===== src/rtl/hadamard_frame_accumulator_if.sv =====
// Product stream from the dual-image Hadamard multiplier.
//
// Stream semantics: there is no ready/backpressure. v_sync is a level that
// stays high for the whole frame. h_sync marks data as a valid product in the
// same cycle. The consumer must take every beat in which h_sync is high.
//
// Signals:
//   v_sync  frame-active level
//   h_sync  pixel-valid qualifier for data
//   data    product sample, aligned with h_sync
// Modports:
//   master  producer side (drives the stream)
//   slave   consumer side (the frame accumulator)
interface hadamard_frame_accumulator_if #(
  parameter int P_INPUT_DATA_WIDTH = 32
);
  logic                          v_sync;
  logic                          h_sync;
  logic [P_INPUT_DATA_WIDTH-1:0] data;

  modport master (output v_sync, output h_sync, output data);
  modport slave  (input  v_sync, input  h_sync, input  data);
endinterface


===== src/rtl/hadamard_frame_accumulator.sv =====
// Frame-level accumulator for the Hadamard product stream.
// It sums every valid product in a frame, which gives the inner product of
// the two images. It also counts pixels and lines. A frame whose pixel or line
// count is wrong, or whose sum saturated, is flagged as an error. Each frame
// produces one registered result with a single-cycle valid pulse.
//
// Ports:
//   i_clk, i_rst_n  clock; asynchronous active-low reset
//   prod            product stream (slave modport)
//   o_sum_valid     one-cycle pulse when a new frame result is presented
//   o_sum           frame sum, saturating, held until the next result
//   o_pix_cnt       valid pixels in the frame, saturating, held
//   o_line_cnt      lines in the frame, saturating, held
//   o_frame_err     held flag: count mismatch or saturation
//   o_busy          high while accumulating a frame
//   o_dbg_state     current FSM state (0 idle, 1 accum, 2 done)
module hadamard_frame_accumulator #(
  parameter int P_INPUT_DATA_WIDTH = 32,
  parameter int P_IMG_WIDTH        = 256,
  parameter int P_IMG_HEIGHT       = 256,
  parameter int P_SUM_WIDTH        = 48,
  localparam int PIX_W  = $clog2(P_IMG_WIDTH * P_IMG_HEIGHT + 1),
  localparam int LINE_W = $clog2(P_IMG_HEIGHT + 1)
) (
  input  logic                      i_clk,
  input  logic                      i_rst_n,
  hadamard_frame_accumulator_if.slave prod,
  output logic                      o_sum_valid,
  output logic [P_SUM_WIDTH-1:0]    o_sum,
  output logic [PIX_W-1:0]          o_pix_cnt,
  output logic [LINE_W-1:0]         o_line_cnt,
  output logic                      o_frame_err,
  output logic                      o_busy,
  output logic [1:0]                o_dbg_state
);

  localparam int SUM_W1 = P_SUM_WIDTH + 1;

  typedef enum logic [1:0] {
    ST_IDLE  = 2'd0,
    ST_ACCUM = 2'd1,
    ST_DONE  = 2'd2
  } state_t;

  state_t state, state_nxt;

  logic                          r_v, r_v_d, r_h, r_h_d;
  logic [P_INPUT_DATA_WIDTH-1:0] r_d;

  logic [P_SUM_WIDTH-1:0] acc;
  logic [PIX_W-1:0]       pix;
  logic [LINE_W-1:0]      line;
  logic                   sat;

  logic                   v_rise;
  logic                   frame_start, accum_en, line_en, publish;
  logic [SUM_W1-1:0]      sum_ext;

  // Input stage. Both v registers reset high, so a frame that is already
  // active when reset is released never looks like a rising edge.
  always_ff @(posedge i_clk or negedge i_rst_n) begin
    if (!i_rst_n) begin
      r_v   <= 1'b1;
      r_v_d <= 1'b1;
      r_h   <= 1'b0;
      r_h_d <= 1'b0;
      r_d   <= '0;
    end else begin
      r_v   <= prod.v_sync;
      r_v_d <= r_v;
      r_h   <= prod.h_sync;
      r_h_d <= r_h;
      r_d   <= prod.data;
    end
  end

  assign v_rise = r_v & ~r_v_d;

  // State register
  always_ff @(posedge i_clk or negedge i_rst_n) begin
    if (!i_rst_n) state <= ST_IDLE;
    else          state <= state_nxt;
  end

  // Next-state logic
  always_comb begin
    state_nxt = state;
    case (state)
      ST_IDLE:  if (v_rise) state_nxt = ST_ACCUM;
      ST_ACCUM: if (!r_v)   state_nxt = ST_DONE;
      ST_DONE:  state_nxt = r_v ? ST_ACCUM : ST_IDLE;
      default:  state_nxt = ST_IDLE;
    endcase
  end

  // Output / control decode
  always_comb begin
    frame_start = 1'b0;
    accum_en    = 1'b0;
    line_en     = 1'b0;
    publish     = 1'b0;
    o_busy      = 1'b0;
    case (state)
      ST_IDLE: frame_start = v_rise;
      ST_ACCUM: begin
        o_busy   = 1'b1;
        accum_en = r_v & r_h;
        // A line ends on an h falling edge. If v drops while h was still
        // active, that open line is closed here as well.
        line_en  = r_h_d & (~r_h | ~r_v);
      end
      ST_DONE: begin
        publish     = 1'b1;
        frame_start = r_v;
      end
      default: ;
    endcase
  end

  assign o_dbg_state = state;

  // The extra top bit of the widened sum is the overflow carry.
  assign sum_ext = {1'b0, acc} + SUM_W1'(r_d);

  // Accumulator and counters
  always_ff @(posedge i_clk or negedge i_rst_n) begin
    if (!i_rst_n) begin
      acc  <= '0;
      pix  <= '0;
      line <= '0;
      sat  <= 1'b0;
    end else if (frame_start) begin
      acc  <= r_h ? P_SUM_WIDTH'(r_d) : '0;
      pix  <= r_h ? PIX_W'(1) : '0;
      line <= '0;
      sat  <= 1'b0;
    end else begin
      if (accum_en) begin
        if (sum_ext[P_SUM_WIDTH]) begin
          acc <= '1;
          sat <= 1'b1;
        end else begin
          acc <= sum_ext[P_SUM_WIDTH-1:0];
        end
        if (pix != '1) pix <= pix + PIX_W'(1);
      end
      if (line_en && line != '1) line <= line + LINE_W'(1);
    end
  end

  // Result registers, updated only when leaving DONE
  always_ff @(posedge i_clk or negedge i_rst_n) begin
    if (!i_rst_n) begin
      o_sum_valid <= 1'b0;
      o_sum       <= '0;
      o_pix_cnt   <= '0;
      o_line_cnt  <= '0;
      o_frame_err <= 1'b0;
    end else begin
      o_sum_valid <= publish;
      if (publish) begin
        o_sum       <= acc;
        o_pix_cnt   <= pix;
        o_line_cnt  <= line;
        o_frame_err <= (pix != PIX_W'(P_IMG_WIDTH * P_IMG_HEIGHT)) |
                       (line != LINE_W'(P_IMG_HEIGHT)) | sat;
      end
    end
  end

endmodule


===== src/flat_wrapper.sv =====
// flat-port wrapper written by rule: the top's interface ports become plain ports
module hadamard_frame_accumulator_flat 
#(
  parameter int P_INPUT_DATA_WIDTH = 32,
  parameter int P_IMG_WIDTH        = 256,
  parameter int P_IMG_HEIGHT       = 256,
  parameter int P_SUM_WIDTH        = 48,
  localparam int PIX_W  = $clog2(P_IMG_WIDTH * P_IMG_HEIGHT + 1),
  localparam int LINE_W = $clog2(P_IMG_HEIGHT + 1)
)
  (i_clk, i_rst_n, o_sum_valid, o_sum, o_pix_cnt, o_line_cnt, o_frame_err, o_busy, o_dbg_state, prod_v_sync, prod_h_sync, prod_data);
  hadamard_frame_accumulator_if #(.P_INPUT_DATA_WIDTH(P_INPUT_DATA_WIDTH)) prod_i ();
  input  logic i_clk;
  input  logic i_rst_n;
  output logic o_sum_valid;
  output logic [P_SUM_WIDTH-1:0] o_sum;
  output logic [PIX_W-1:0] o_pix_cnt;
  output logic [LINE_W-1:0] o_line_cnt;
  output logic o_frame_err;
  output logic o_busy;
  output logic [1:0] o_dbg_state;
  input wire logic [$bits(prod_i.v_sync)-1:0] prod_v_sync;
  input wire logic [$bits(prod_i.h_sync)-1:0] prod_h_sync;
  input wire logic [$bits(prod_i.data)-1:0] prod_data;
  assign prod_i.v_sync = prod_v_sync;
  assign prod_i.h_sync = prod_h_sync;
  assign prod_i.data = prod_data;
  hadamard_frame_accumulator #(.P_INPUT_DATA_WIDTH(P_INPUT_DATA_WIDTH), .P_IMG_WIDTH(P_IMG_WIDTH), .P_IMG_HEIGHT(P_IMG_HEIGHT), .P_SUM_WIDTH(P_SUM_WIDTH)) u_core (.i_clk(i_clk), .i_rst_n(i_rst_n), .prod(prod_i), .o_sum_valid(o_sum_valid), .o_sum(o_sum), .o_pix_cnt(o_pix_cnt), .o_line_cnt(o_line_cnt), .o_frame_err(o_frame_err), .o_busy(o_busy), .o_dbg_state(o_dbg_state));
endmodule

===== config.mk =====
export PLATFORM = sky130hd
export DESIGN_NAME = hadamard_frame_accumulator_flat
export DESIGN_NICKNAME = d
export VERILOG_FILES = /design/src/rtl/hadamard_frame_accumulator_if.sv /design/src/rtl/hadamard_frame_accumulator.sv /design/src/flat_wrapper.sv
export SDC_FILE = /design/constraint.sdc
export NUM_CORES = 1
export LEC_CHECK = 0
export ABC_CLOCK_PERIOD_IN_PS = 7130
export BUFFER_PORTS_ARGS = -buffer_cell sky130_fd_sc_hd__buf_4
export CORE_MARGIN = 2
export CORE_UTILIZATION = 47
export CTS_BUF_LIST = sky130_fd_sc_hd__clkbuf_4 sky130_fd_sc_hd__clkbuf_8
export CTS_CLUSTER_DIAMETER = 40
export DETAILED_ROUTE_END_ITERATION = 10
export PLACE_DENSITY = 0.66
export SLEW_MARGIN = 0
export SYNTH_ARGS = -nofsm -noshare
export SYNTH_HDL_FRONTEND = slang
export SYNTH_SLANG_ARGS = --single-unit

===== constraint.sdc =====
create_clock -name i_clk -period 7.13 [get_ports i_clk]
set_clock_uncertainty 0.1 [all_clocks]
set_input_delay 1.0695 -clock i_clk [delete_from_list [all_inputs] [get_ports i_clk]]
set_output_delay 1.0695 -clock i_clk [all_outputs]
set_load 0.005 [all_outputs]

======== Word level (Yosys, flattened, before mapping) ========
Index checks and enable logic that the tools add are counted.
storage, ports and cells
  register bits after elaboration ......... 189
  input port bits ......................... 36
  output and inout port bits .............. 79
  word-level logic and storage cells ...... 66
operators by class
  add/sub/neg operators ................... 3
  equality and inequality tests ........... 8
  mux-type cells .......................... 22
  bitwise operators ....................... 9
  reductions and logical operators ........ 9
operators by type and width
  kind                                                                     count
  48-bit 2-to-1 mux                                                        3
  17-bit 2-to-1 mux                                                        3
  48-bit by 32-bit adder with 49-bit output                                1
  17-bit inequality test, second input constant                            2
  32-bit 2-to-1 mux                                                        1
  9-bit 2-to-1 mux                                                         2
  9-bit inequality test, second input constant                             2
  17-bit by 1-bit adder with 17-bit output, second input constant          1
  9-bit by 1-bit adder with 9-bit output, second input constant            1
  1-bit 2-to-1 mux                                                         9
  2-bit nonzero test                                                       4
  2-bit one-hot mux with 3 select lines                                    1
  2-bit AND reduction                                                      3
  2-bit 2-to-1 mux                                                         2
  1-bit AND                                                                3
  1-bit NOT                                                                3
  1-bit bitwise OR                                                         3
  2-bit by 1-bit equality test with 1-bit output, second input constant    1
  2-bit equality test, second input constant                               1
  2-bit logical NOT                                                        1
  2-bit by 1-bit inequality test with 1-bit output, second input constant  1
  2-bit inequality test, second input constant                             1
  1-bit one-hot mux with 2 select lines                                    1
  1-bit logical AND                                                        1

======== Depth between registers and ports, before layout ========
  depth after elaboration ................. 7
  depth in mapped cells ................... 13
  mapped depth without buffers ............ 12

======== Least setup slack after synthesis ========
No wires, ideal clock.
  kind .................................... reg-to-reg
  from .................................... register u_core.acc[0]
  to ...................................... register u_core.acc[29]
  setup time .............................. 121 ps
  data arrival time ....................... 2358 ps
  slack ................................... 4551 ps
  stages on the path, launching flop included .. 14
  cells stage by stage .................... dfrtp_1 -> ha_1 -> inv_1 -> fa_1 -> nor2b_4 -> o31a_1 -> o21ai_2 -> o211ai_2 -> a32oi_2 -> buf_6 -> nand2_8 -> buf_8 -> o221ai_2 -> nand2_1
on the way
  longest elaborated chain between the ends .. 4
RTL lines
  element                                    line                               text
  start: declaration                         hadamard_frame_accumulator.sv:50   logic [P_SUM_WIDTH-1:0] acc;
  start signal: assignment                   hadamard_frame_accumulator.sv:133  acc <= r_h ? P_SUM_WIDTH'(r_d) : '0;
  start signal: assignment                   hadamard_frame_accumulator.sv:143  acc <= sum_ext[P_SUM_WIDTH-1:0];
  48-bit by 32-bit adder with 49-bit output  hadamard_frame_accumulator.sv:123  assign sum_ext = {1'b0, acc} + SUM_W1'(r_d);
  48-bit 2-to-1 mux                          hadamard_frame_accumulator.sv:139  if (sum_ext[P_SUM_WIDTH]) begin
  48-bit 2-to-1 mux                          hadamard_frame_accumulator.sv:138  if (accum_en) begin
  48-bit 2-to-1 mux                          hadamard_frame_accumulator.sv:132  end else if (frame_start) begin
Every way passes these cells. The select of a mux whose other input is x is not followed.
A chain may end at the register's enable or synchronous reset.

======== Worst setup path after layout ========
  from .................................... register u_core.acc[0]
  to ...................................... register u_core.acc[22]
The elaborated chain is that of the path after synthesis.

==> results.txt <==
period utilization = 45.6%
DP HPWL = 16100 um
Bufs on Longest Clock Path = 2
Die Span X = 146 um
fraction of final layout cells sized beyond drive strength 1 = 17.4%
data required time at the worst endpoint = 7400 ps
fin. max-slew vios = 0
count of warnings emitted by yosys = 0
Crit. End Element = flop
crit path kind = flop to flop
setup repair after global routing missed its margin = false
count of input and output buffers = 114
biggest fanout along the worst timing path = 13
DRC viols = 0
maximum capacitance violations = 0
overall power consumption = 3.33 mW
proportion of synthesized flip-flops having asynchronous set or reset = 100%
GPL Wtd Cong = 0.917
Period minus WS final = 3250 ps
number of global-route vias before repair = 7581
routed vias/inst = 5.46
post-synth net total = 1101
Setup Fix Bufs, Post-CTS = 0
most common cell after layout, fill and taps aside = nand2_1
pin count of the biggest net entering global routing = 118
Worst R2R Setup Slack = 3880 ps
cell count after synthesis = 1026
power density over cell area = 304 mW/mm2
diode insertion count for antenna repair = 0
drt pass-1 iters = 5
wire length of the first global-routing pass = 38500 um
Yosys reg bits = 189
final setup slack of the worst path = 3880 ps
class of the tightest hold or removal check = flop to flop
starting density of the core = 47.5%
die boundary height = 146 um
summed instance area of the synthesized netlist = 0.00954 mm2
number of antenna violations at the first check in global routing = 0
startpoint class of the critical path = flop
Post-synth EDFFs = 0
mean cell area of the mapped netlist = 9.30 um2
highest clock frequency the design can meet = 0.307 GHz
area overhead of the layout relative to synthesis = 14.6%
Total Wirelength = 23200 um
ys flop type = dfrtp_1
CTS Hold Buffers Added = 0
number of cells in the design after placement = 1367
iteration-0 DRC count of the detailed router = 449
family with the most delay on the worst path = compound AO/OA/AOI/OAI gates
final hold vios = 0
clock net sink count = 189
fin cells = 1399
I/O pins = 115
outcome = completed
Clk Latency, worst-skew pair = 480 ps
slew of the pin with the lowest slew margin = 1050 ps
post-route worst hold slack = 335 ps
detailed-route via count = 7635
clock slew seen by the registers of the worst setup and hold paths = 110 ps
master cell of the clock root buffer = clkbuf_8
antenna-violating nets left = 0
static leakage power = 5.22 nW
crit path max-delay cell type = a32oi_2
Worst Setup Slack post-DPL = 3840 ps
worst slew margin relative to its limit = 30.2%
floorplan row count = 52
critical path's largest stage delay = 640 ps
H-tree levels = 4
share of synthesized area occupied by flip-flops and latches = 49.6%
signal arrival time at the worst endpoint = 3530 ps
CTS tree = done
area inside the core boundary = 0.0201 mm2
Final TNS setup = 0 ps
distinct cell type count of the synthesized netlist = 75
largest voltage drop on the vdd net = 0.000148 V
Filler Cells Inserted = 1830
leading cell types in the layout, fill and taps excluded = nand2_1 (287), dfrtp_1 (187), buf_4 (118)
GRT overflow = 0
post-DR wirelength/cell = 16.6 um
setup-violating endpoint count in the final report = 0
Resize count post-CTS = 0
nets = 1191
series of cell instances along the critical path = ha_1, inv_1, fa_1, nor2b_4, o31a_1, o21ai_2, o211ai_2, a32oi_2, and2_4, a2bb2oi_1, nand3_1
overall track demand over capacity in global routing = 22.2%
clock buffers created by TritonCTS = 17
area enclosed by the die boundary = 0.0215 mm2
buffers plus inverters on the worst setup path = 1
==> cells in the mapped netlist (7+ instances only) <==
library cell | instances | area share [%]
buf_1 | 7 | 0.28
nor2_1 | 62 | 2.4
nor3_1 | 15 | 0.79
ha_1 | 38 | 5.0
dfrtp_1 | 187 | 49
o21ai_0 | 56 | 2.9
or3_1 | 8 | 0.52
nor4_1 | 7 | 0.46
nand4_1 | 16 | 1.0
a21oi_1 | 49 | 2.6
and3_1 | 13 | 0.85
clkbuf_1 | 28 | 1.1
xor2_1 | 25 | 2.3
a211oi_1 | 15 | 1.2
inv_1 | 14 | 0.55
a21o_1 | 8 | 0.63
nor2b_1 | 9 | 0.59
a31oi_1 | 11 | 0.72
nand3_1 | 26 | 1.4
o221ai_2 | 9 | 1.4
xnor2_1 | 19 | 1.7
nand2_1 | 287 | 11
==> metrics by stage <==
| stage | utilization, % | instance area, um2 |
|---|---|---|
| final | 54.4 | 10900 |
| after CTS | 54.4 | 10900 |
| after global placement | 52.4 | 10500 |
| after global routing | 54.4 | 10900 |
| after detailed placement | 52.4 | 10500 |
| after floorplan | - | 9540 |
==> metal layers <==
layer	GRT usage (%)	vias to the layer above	part of all wire, %
met5	0	-	0
met4	7.14	0	1.9
met3	3.56	34	4.0
met2	36.9	185	48
met1	30.0	3676	46
li1	-	3740	-
==> cell families after synthesis <==
kind of cell	Yosys count	synth area share, %
and+or+nand+nor	473	21.9
AOI/OAI and AO/OA	215	15.8
DFF	189	49.6
buffers and inverters	63	3.16
xor gates and xnor gates	44	4.04
adders and majority gates	39	5.19
muxes	3	0.315
==> final cells by class <==
class	instances	area [um2]	area share (%)
Clock buffer	18	248	2.27
Clock inverter	14	150	1.37
Inverter	15	56.3	0.515
Multi-Input combinational cell	774	4510	41.3
Sequential cell	189	4730	43.3
Tap cell	270	338	3.09
Timing Repair Buffer	119	900	8.23
==> registers in the layout, indices dropped and copies added, names as in the netlist <==
signal	flops
u_core.r_h	1
u_core.pix	17
u_core.r_h_d	1
u_core.o_pix_cnt	17
u_core.r_v_d	1
u_core.line	9
u_core.o_line_cnt	9
u_core.o_frame_err	1
u_core.acc	48
u_core.r_v	1
u_core.o_sum	48
u_core.o_dbg_state	2
u_core.o_sum_valid	1
u_core.r_d	32
u_core.sat	1
==> worst paths after layout <==
kind,startpoint,to,cells after the start
max,u_core.acc[0],u_core.acc[22],11
min,u_core.r_v,u_core.r_v_d,0
max reg2reg,u_core.acc[0],u_core.acc[22],11
min reg2reg,u_core.r_v,u_core.r_v_d,0
max in group asynchronous,i_rst_n,u_core.r_d[25],2
min in group asynchronous,i_rst_n,u_core.line[2],1
==> where the power goes <==
group	internal, mW	switching [mW]	leakage [nW]
Clock	0.300	0.426	0.195
Combinational	0.520	0.690	2.57
Sequential	1.25	0.139	2.45
Total	2.07	1.26	5.22
Power figures use the tool's default switching activity.
